--- src/rtl/cfg_pkg.sv ---
// Shared definitions for the configuration scan loader and tile-level chain sizing.
package cfg_pkg;

    localparam int unsigned CLB_IN_WIDTH   = 4;
    localparam int unsigned CONN_SEL_WIDTH = 3;

    // is_comb flag + one input-select field per LUT input + LUT truth table
    localparam int unsigned CLB_CHAIN_BITS = 1 + CONN_SEL_WIDTH * CLB_IN_WIDTH + 2 ** CLB_IN_WIDTH;

    typedef enum logic [1:0] {
        StIdle,
        StLoad,
        StShift,
        StDone
    } cfg_state_e;

endpackage

--- src/rtl/cfg_piso.sv ---
// Parallel-load / serial-out word register; bit 0 leaves first.
module cfg_piso #(
    parameter int unsigned WORD_WIDTH = 8,
    parameter int unsigned WB_WIDTH   = (WORD_WIDTH > 1) ? $clog2(WORD_WIDTH) : 1
) (
    input  logic                  clk,
    input  logic                  rst_n,
    input  logic                  load,
    input  logic                  shift,
    input  logic [WORD_WIDTH-1:0] data,
    output logic                  sout,
    output logic [WB_WIDTH-1:0]   word_bit
);

    logic [WORD_WIDTH-1:0] word_q;
    logic [WB_WIDTH-1:0]   word_bit_q;

    // A load wins over a shift so the prefetched word replaces the spent one seamlessly.
    always_ff @(posedge clk or negedge rst_n) begin
        if (!rst_n) begin
            word_q     <= '0;
            word_bit_q <= '0;
        end else if (load) begin
            word_q     <= data;
            word_bit_q <= '0;
        end else if (shift) begin
            word_q     <= word_q >> 1;
            word_bit_q <= word_bit_q + WB_WIDTH'(1);
        end
    end

    assign sout     = word_q[0];
    assign word_bit = word_bit_q;

endmodule

--- src/rtl/cfg_scan_loader.sv ---
// Serialises configuration words LSB-first onto a CLB scan chain and counts CHAIN_LEN bits.
module cfg_scan_loader
    import cfg_pkg::*;
#(
    parameter int unsigned CHAIN_LEN  = CLB_CHAIN_BITS,
    parameter int unsigned WORD_WIDTH = 8,
    parameter int unsigned CNT_WIDTH  = $clog2(CHAIN_LEN + 1)
) (
    input  logic                  clk,
    input  logic                  rst_n,
    input  logic                  start,
    input  logic [WORD_WIDTH-1:0] cfg_data,
    input  logic                  cfg_valid,
    output logic                  cfg_ready,
    output logic                  scan_out,
    output logic                  scan_en,
    input  logic                  scan_ret,
    output logic                  busy,
    output logic                  done,
    output logic [CNT_WIDTH-1:0]  bit_cnt,
    output logic                  ret_last
);

    localparam int unsigned WB_WIDTH = (WORD_WIDTH > 1) ? $clog2(WORD_WIDTH) : 1;
    localparam logic [CNT_WIDTH-1:0] LAST_CNT = CNT_WIDTH'(CHAIN_LEN - 1);
    localparam logic [WB_WIDTH-1:0]  LAST_WB  = WB_WIDTH'(WORD_WIDTH - 1);

    cfg_state_e           state_q, state_d;
    logic [CNT_WIDTH-1:0] bit_cnt_q, bit_cnt_d;
    logic                 ret_last_q, ret_last_d;

    logic                 piso_load;
    logic                 piso_shift;
    logic                 piso_sout;
    logic [WB_WIDTH-1:0]  word_bit;
    logic                 last_chain_bit;
    logic                 last_word_bit;

    cfg_piso #(
        .WORD_WIDTH (WORD_WIDTH),
        .WB_WIDTH   (WB_WIDTH)
    ) u_piso (
        .clk      (clk),
        .rst_n    (rst_n),
        .load     (piso_load),
        .shift    (piso_shift),
        .data     (cfg_data),
        .sout     (piso_sout),
        .word_bit (word_bit)
    );

    assign last_chain_bit = (bit_cnt_q == LAST_CNT);
    assign last_word_bit  = (word_bit == LAST_WB);

    always_ff @(posedge clk or negedge rst_n) begin
        if (!rst_n) begin
            state_q    <= StIdle;
            bit_cnt_q  <= '0;
            ret_last_q <= 1'b0;
        end else begin
            state_q    <= state_d;
            bit_cnt_q  <= bit_cnt_d;
            ret_last_q <= ret_last_d;
        end
    end

    // cfg_ready is a function of state and counters only, never of cfg_valid.
    always_comb begin
        state_d    = state_q;
        bit_cnt_d  = bit_cnt_q;
        ret_last_d = ret_last_q;
        piso_load  = 1'b0;
        piso_shift = 1'b0;
        cfg_ready  = 1'b0;
        unique case (state_q)
            StIdle: begin
                if (start) begin
                    state_d   = StLoad;
                    bit_cnt_d = '0;
                end
            end
            StLoad: begin
                cfg_ready = 1'b1;
                if (cfg_valid) begin
                    piso_load = 1'b1;
                    state_d   = StShift;
                end
            end
            StShift: begin
                piso_shift = 1'b1;
                bit_cnt_d  = bit_cnt_q + CNT_WIDTH'(1);
                if (last_chain_bit) begin
                    ret_last_d = scan_ret;
                    state_d    = StDone;
                end else if (last_word_bit) begin
                    // Prefetch the next word so bits stream with no bubble.
                    cfg_ready = 1'b1;
                    if (cfg_valid) begin
                        piso_load = 1'b1;
                    end else begin
                        state_d = StLoad;
                    end
                end
            end
            StDone: begin
                if (start) begin
                    state_d   = StLoad;
                    bit_cnt_d = '0;
                end
            end
            default: state_d = StIdle;
        endcase
    end

    assign scan_en  = (state_q == StShift);
    assign scan_out = scan_en & piso_sout;
    assign busy     = (state_q == StLoad) || (state_q == StShift);
    assign done     = (state_q == StDone);
    assign bit_cnt  = bit_cnt_q;
    assign ret_last = ret_last_q;

endmodule

--- config.mk ---
export PLATFORM = sky130hd
export DESIGN_NAME = cfg_scan_loader
export DESIGN_NICKNAME = d
export VERILOG_FILES = /design/src/rtl/cfg_pkg.sv /design/src/rtl/cfg_piso.sv /design/src/rtl/cfg_scan_loader.sv
export SDC_FILE = /design/constraint.sdc
export NUM_CORES = 1
export LEC_CHECK = 0
export ABC_AREA = 0
export CAP_MARGIN = 40
export CELL_PAD_IN_SITES_DETAIL_PLACEMENT = 1
export CELL_PAD_IN_SITES_GLOBAL_PLACEMENT = 1
export CORE_ASPECT_RATIO = 1.1
export CORE_MARGIN = 3
export CORE_UTILIZATION = 39
export CTS_BUF_LIST = sky130_fd_sc_hd__clkbuf_2
export DETAILED_ROUTE_END_ITERATION = 8
export HOLD_SLACK_MARGIN = 0.05
export PLACE_DENSITY_LB_ADDON = 0.12
export SYNTH_ARGS = -nofsm -noshare
export SYNTH_HDL_FRONTEND = slang
export SYNTH_SLANG_ARGS = --single-unit
--- constraint.sdc ---
create_clock -name clk -period 3.5 [get_ports clk]
set_input_delay 0.875 -clock clk [delete_from_list [all_inputs] [get_ports clk]]
set_output_delay 0.875 -clock clk [all_outputs]
set_load 0.01 [all_outputs]
# Word level (Yosys, flattened, before mapping)

Cells that the tools add are included.

Input port bits: 13
Word-level logic and storage cells: 45
Output and inout port bits: 11
Register bits after elaboration: 19

Add/sub/neg operators: 2
Equal/unequal tests: 9
Reduce and logical (&&, ||, !) cells: 8
Multiplexer cells: 20
Bitwise gates (word level): 1

Operator list:

| kind                  | count |
|---|---|
| $mux W8               | 2 |
| $mux W2               | 5 |
| $pmux W5 S2           | 1 |
| $mux W1               | 6 |
| $mux W3               | 2 |
| $pmux W2 S3           | 1 |
| $add A5 B1 Y5 const B | 1 |
| $eq A5 B5 Y1 const B  | 1 |
| $mux W5               | 1 |
| $eq A2 B2 Y1 const B  | 2 |
| $pmux W1 S2           | 2 |
| $reduce_and A2 Y1     | 2 |
| $reduce_and A4 Y1     | 1 |
| $reduce_bool A2 Y1    | 2 |
| $add A3 B1 Y3 const B | 1 |
| $eq A3 B3 Y1 const B  | 1 |
| $ne A3 B1 Y1 const B  | 1 |
| $ne A3 B2 Y1 const B  | 1 |
| $eq A2 B1 Y1 const B  | 1 |
| $logic_not A2 Y1      | 1 |
| $ne A2 B1 Y1 const B  | 1 |
| $ne A2 B2 Y1 const B  | 1 |
| $reduce_or A2 Y1      | 1 |
| $and A1 B1 Y1         | 1 |
| $logic_or A1 B1 Y1    | 1 |

# Longest topological paths before layout

Depth in word-level cells: 5
Gate-level depth with buffers: 8
Depth with buffers taken out: 5

# Modules after synthesis

From an unflattened synthesis, not the netlist that was laid out.

Cell total of the unflattened synthesis: 102
Area, all modules: 1079.8 µm²

By module, submodules not included:

| module          | cells each | area each (µm²) | times used | seq. area each (µm²) |
|---|---|---|---|---|
| cfg_scan_loader | 56         | 569.3           | 1          | 200.2 |
| cfg_piso        | 46         | 510.5           | 1          | 275.3 |

# Least setup slack after synthesis

OpenSTA, ideal clock, no wires.

Kind: register to output
From: register state_q[0]
To: output port cfg_ready
Data arrival time: 1430 ps
Path slack: 1195 ps
Stages on the path, launching flop included: 8
Required time: 2625 ps
Cell sequence: dfrtp_1 -> inv_1 -> ha_1 -> buf_6 -> buf_2 -> buf_4 -> a31oi_1 -> nor2_1

Word-level cells in the longest chain between the ends: 2
Elaborated cells between the ends (all ways): 3
Classes of those cells: 2 x eq/ne; 1 x mux

Ends and longest elaborated chain:

| element                | RTL line              | source |
|---|---|---|
| start, declared        | cfg_scan_loader.sv:28 | `cfg_state_e state_q, state_d;` |
| start signal, assigned | cfg_scan_loader.sv:57 | `state_q <= StIdle;` |
| start signal, assigned | cfg_scan_loader.sv:61 | `state_q <= state_d;` |
| $eq A2 B2 Y1           | n/a                   |  |
| via scan_en            | cfg_scan_loader.sv:16 | `output logic scan_en,` |
| $pmux W1 S2            | cfg_scan_loader.sv:75 | `unique case (state_q)` |
| end, declared          | cfg_scan_loader.sv:14 | `output logic cfg_ready,` |

The timed path passes the listed nets, and every way through them passes these cells.

# Worst setup path in the final report

From: register state_q[0]
To: output port cfg_ready

Word-level cells in the longest chain between the ends: 2
Elaborated cells between the ends (all ways): 3
Classes of those cells: 2 x eq/ne; 1 x mux

Ends and longest elaborated chain:

| element                                             | RTL line |
|---|---|
| $eq A2 B2 Y1 / $eq A2 B1 Y1 (equally long branches) | cfg_scan_loader.sv:75 |
| $pmux W1 S2 *                                       | cfg_scan_loader.sv:75 |

Mark *: on every way between the ends. The rest lies on a longest branch, timed or not.

==> results.yml <==
outcome:
  status: "complete, no violations"
floorplanning:
  fp.dieArea_mm2: 0.003451
  initial_core_util: 0.4225
  rows: 19
  ios: 24
  die_w_um: 56.29
  core_area_mm2: 0.002567
  die_h_um: 61.32
critical_path:
  critPathTopFamily: "buffers and inverters"
  crit_path_end: "cfg_ready"
  regToRegEndpoint: "u_piso.word_q[5]"
  cp_data_required_time_ns: 2.62
  worstPathCellList: "inv_1, ha_1, a31oi_1, nor2_1, clkdlybuf4s50_1"
  worstSetupEndpointType: "output port"
  worstPathArrival_ns: 2.13
  r2r-start: "state_q[0]"
  cp_num_buf_inv: 2
  startpoint: "state_q[0]"
  crit_path_max_incr_delay_ns: 0.54
  crit_path_start_kind: "flop"
  crit_slowest_cell: "clkdlybuf4s50_1"
  r2r_cells: 6
  critical_path_cell_count: 5
  r2r_slack_ns: 1.12
  path_class: "reg2out"
  critPathMaxFanout: 12
timing:
  skew_ns: 0.01412
  drv_slew: 0
  rsz0062_at_grt: "false"
  hold_viol: 0
  hold_ws_ns: 0.5351
  max-slew-margin-rel: 0.5883
  fin_crit_ns: 3.001
  fmax_mhz: 333.2
  worst_pin_slew_ns: 0.6175
  fin_setup_tns_ns: 0
  fin_crit_sh: 0.8574
  finalSetupViolCount: 0
drt:
  vias_per_cell: 5.466
  num_vias: 809
  wl_per_cell_um: 15.58
  drtIter0Drc: 12
  drc: 0
  dr.pass1.iters: 4
  totalWireLength_um: 2306
  ant_nets: 0
cts:
  clk_latency_ns: 0.33
  postCtsSetupRepairBufs: 0
  cts_buffers: 3
  cts_resized: 0
  clock_path_buffers: 2
  clk_pin_slew_ns: 0.21
  hold_buffers: 0
  htreeDepth: 1
  cts_tree: "yes"
  cts_sinks: 19
  clockRootBuffer: "clkbuf_2"
synthesis:
  ys_seq_area_frac: 0.4383
  synthSimpleGateAreaFrac: 0.1015
  ys_ff_latch: 19
  postSynthAreaPerCell_um2: 11.66
  synthArstFlopShare: 1.000
  synth_edf_count: 0
  synth.most_common_cell: "dfrtp_1"
  synth_top_family_by_area: "multiplexers"
  ys_warn_count: 0
  synth_fp_nets: 113
  synthMuxAreaShare: 0.2030
  ys.flop_type: "dfrtp_1"
  synth.area.top_cells: "dfrtp_1 (44%), mux2_2 (17%), ha_1 (8.1%), mux2i_1 (3.7%), nor2b_1 (2.9%)"
  synth_adder_area_share: 0.08074
  synth_xor_area_frac: 0.01615
  yosysTopAreaCell: "dfrtp_1"
  synth_top_area_frac: 0.4383
  synth_cell_types: 28
  syn_area_mm2: 0.001085
  postSynthCellCount: 93
  synth.cells.most_frequent: "dfrtp_1 (19), mux2_2 (16), ha_1 (7)"
  synth_compound_area_frac: 0.1073
cells_and_area:
  nets: 138
  layout-drive-gt1-share: 0.1966
  seqCellArea_um2: 475.5
  multi_input_area_um2: 551.8
  area_growth_pct: 25.14
  final_area_mm2: 0.001358
  fillCellCount: 287
  n_antenna_cell: 0
  instances_no_fill: 148
global_route:
  antenna_found_initial: 0
  track_usage: 0.1517
  grt_pass1_wl_um: 3939
  grt_pass1_vias: 848
  grt-ovfl-total: 0
  grt_max_degree: 17
power_and_ir_drop:
  p_leak_nw: 0.5793
  ir_worst_vdd_mv: 0.4517
  power_density_mw_per_mm2: 776.2
placement:
  numPortBuffers: 23
  post-dp-hpwl_um: 1744
  place_inst: 144
  dpl-instance-area_mm2: 0.001338
  gp_congestion: 0.6851
run:
  maxCapViolations: 0
hold_path:
  hp-class: "reg2reg"
[worst min path at each step]
stage / start / endpoint / slack, ns / cells past startpoint
after floorplan: u_piso.word_bit[1] / u_piso.word_bit[1] / 0.51 / 2
after global placement: ret_last / ret_last / 0.49 / 1
after detailed placement: ret_last / ret_last / 0.50 / 1
after CTS: ret_last / ret_last / 0.54 / 1
after global routing: ret_last / ret_last / 0.57 / 1
final: ret_last / ret_last / 0.54 / 1
[logic make-up after synthesis]
| group | Yosys count |
|---|---|
| compound gates | 16 |
| xor+xnor | 2 |
| fa+ha+maj | 7 |
| buf+inv | 10 |
| flops | 19 |
| mux | 20 |
| simple gates | 19 |
[registers in the layout, indices dropped and copies added (netlist names)]
signal           count
u_piso.word_q        8
bit_cnt              5
u_piso.word_bit      3
state_q              2
ret_last             1
[worst register-to-register path, cell delays in order (launching register included)]
cell     delay [ns]
dfrtp_1        0.43
inv_1          0.07
ha_1           0.37
buf_4          0.28
and4b_1        0.23
a32oi_2        0.51
mux2_2         0.41
[metal layers]
metal | share of wire | global-route usage | wire (um)
met5 | 0 | 0 | 0
met2 | 0.49 | 0.2538 | 1126
met1 | 0.45 | 0.1892 | 1027
met3 | 0.049 | 0.02306 | 113
met4 | 0.017 | 0.09153 | 39
[metrics by stage]
stage	utilization	setup slack, ns	total power [W]
4_1_cts	0.5288	0.4179	0.001073
2_1_floorplan	-	1.195	0.0007906
3_5_place_dp	0.5210	0.8425	0.0009685
6_report	0.5288	0.4990	0.001054
5_1_grt	0.5288	0.2805	0.001155
3_3_place_gp	0.5151	0.8901	0.0009300
[power by group]
group	internal, W	switching, W	leakage (nW)
sequential	0.000303	0.0000548	0.240
clock	0.0000259	0.0000764	0.0164
combinational	0.000320	0.000274	0.323
total	0.000648	0.000405	0.579
[cell usage in the layout, fill, tap and decap left out, types with 3 or more instances in the layout]
cell type / n
clkbuf_2: 3
o21ai_0: 4
o31ai_1: 3
ha_1: 7
nor2b_1: 5
inv_1: 5
clkdlybuf4s50_1: 23
mux2_2: 16
nand2_1: 4
dfrtp_1: 19
mux2i_1: 4
nand4_1: 3
[cell type report]
type | instances | share of cell area
Multi-Input combinational cell | 64 | 0.4065
Sequential cell | 19 | 0.3502
Timing Repair Buffer | 25 | 0.1862
Tap cell | 31 | 0.02857
Inverter | 5 | 0.01382
Clock buffer | 3 | 0.01106
Clock inverter | 1 | 0.003687
Note: power is estimated with default switching activity, not from simulation.
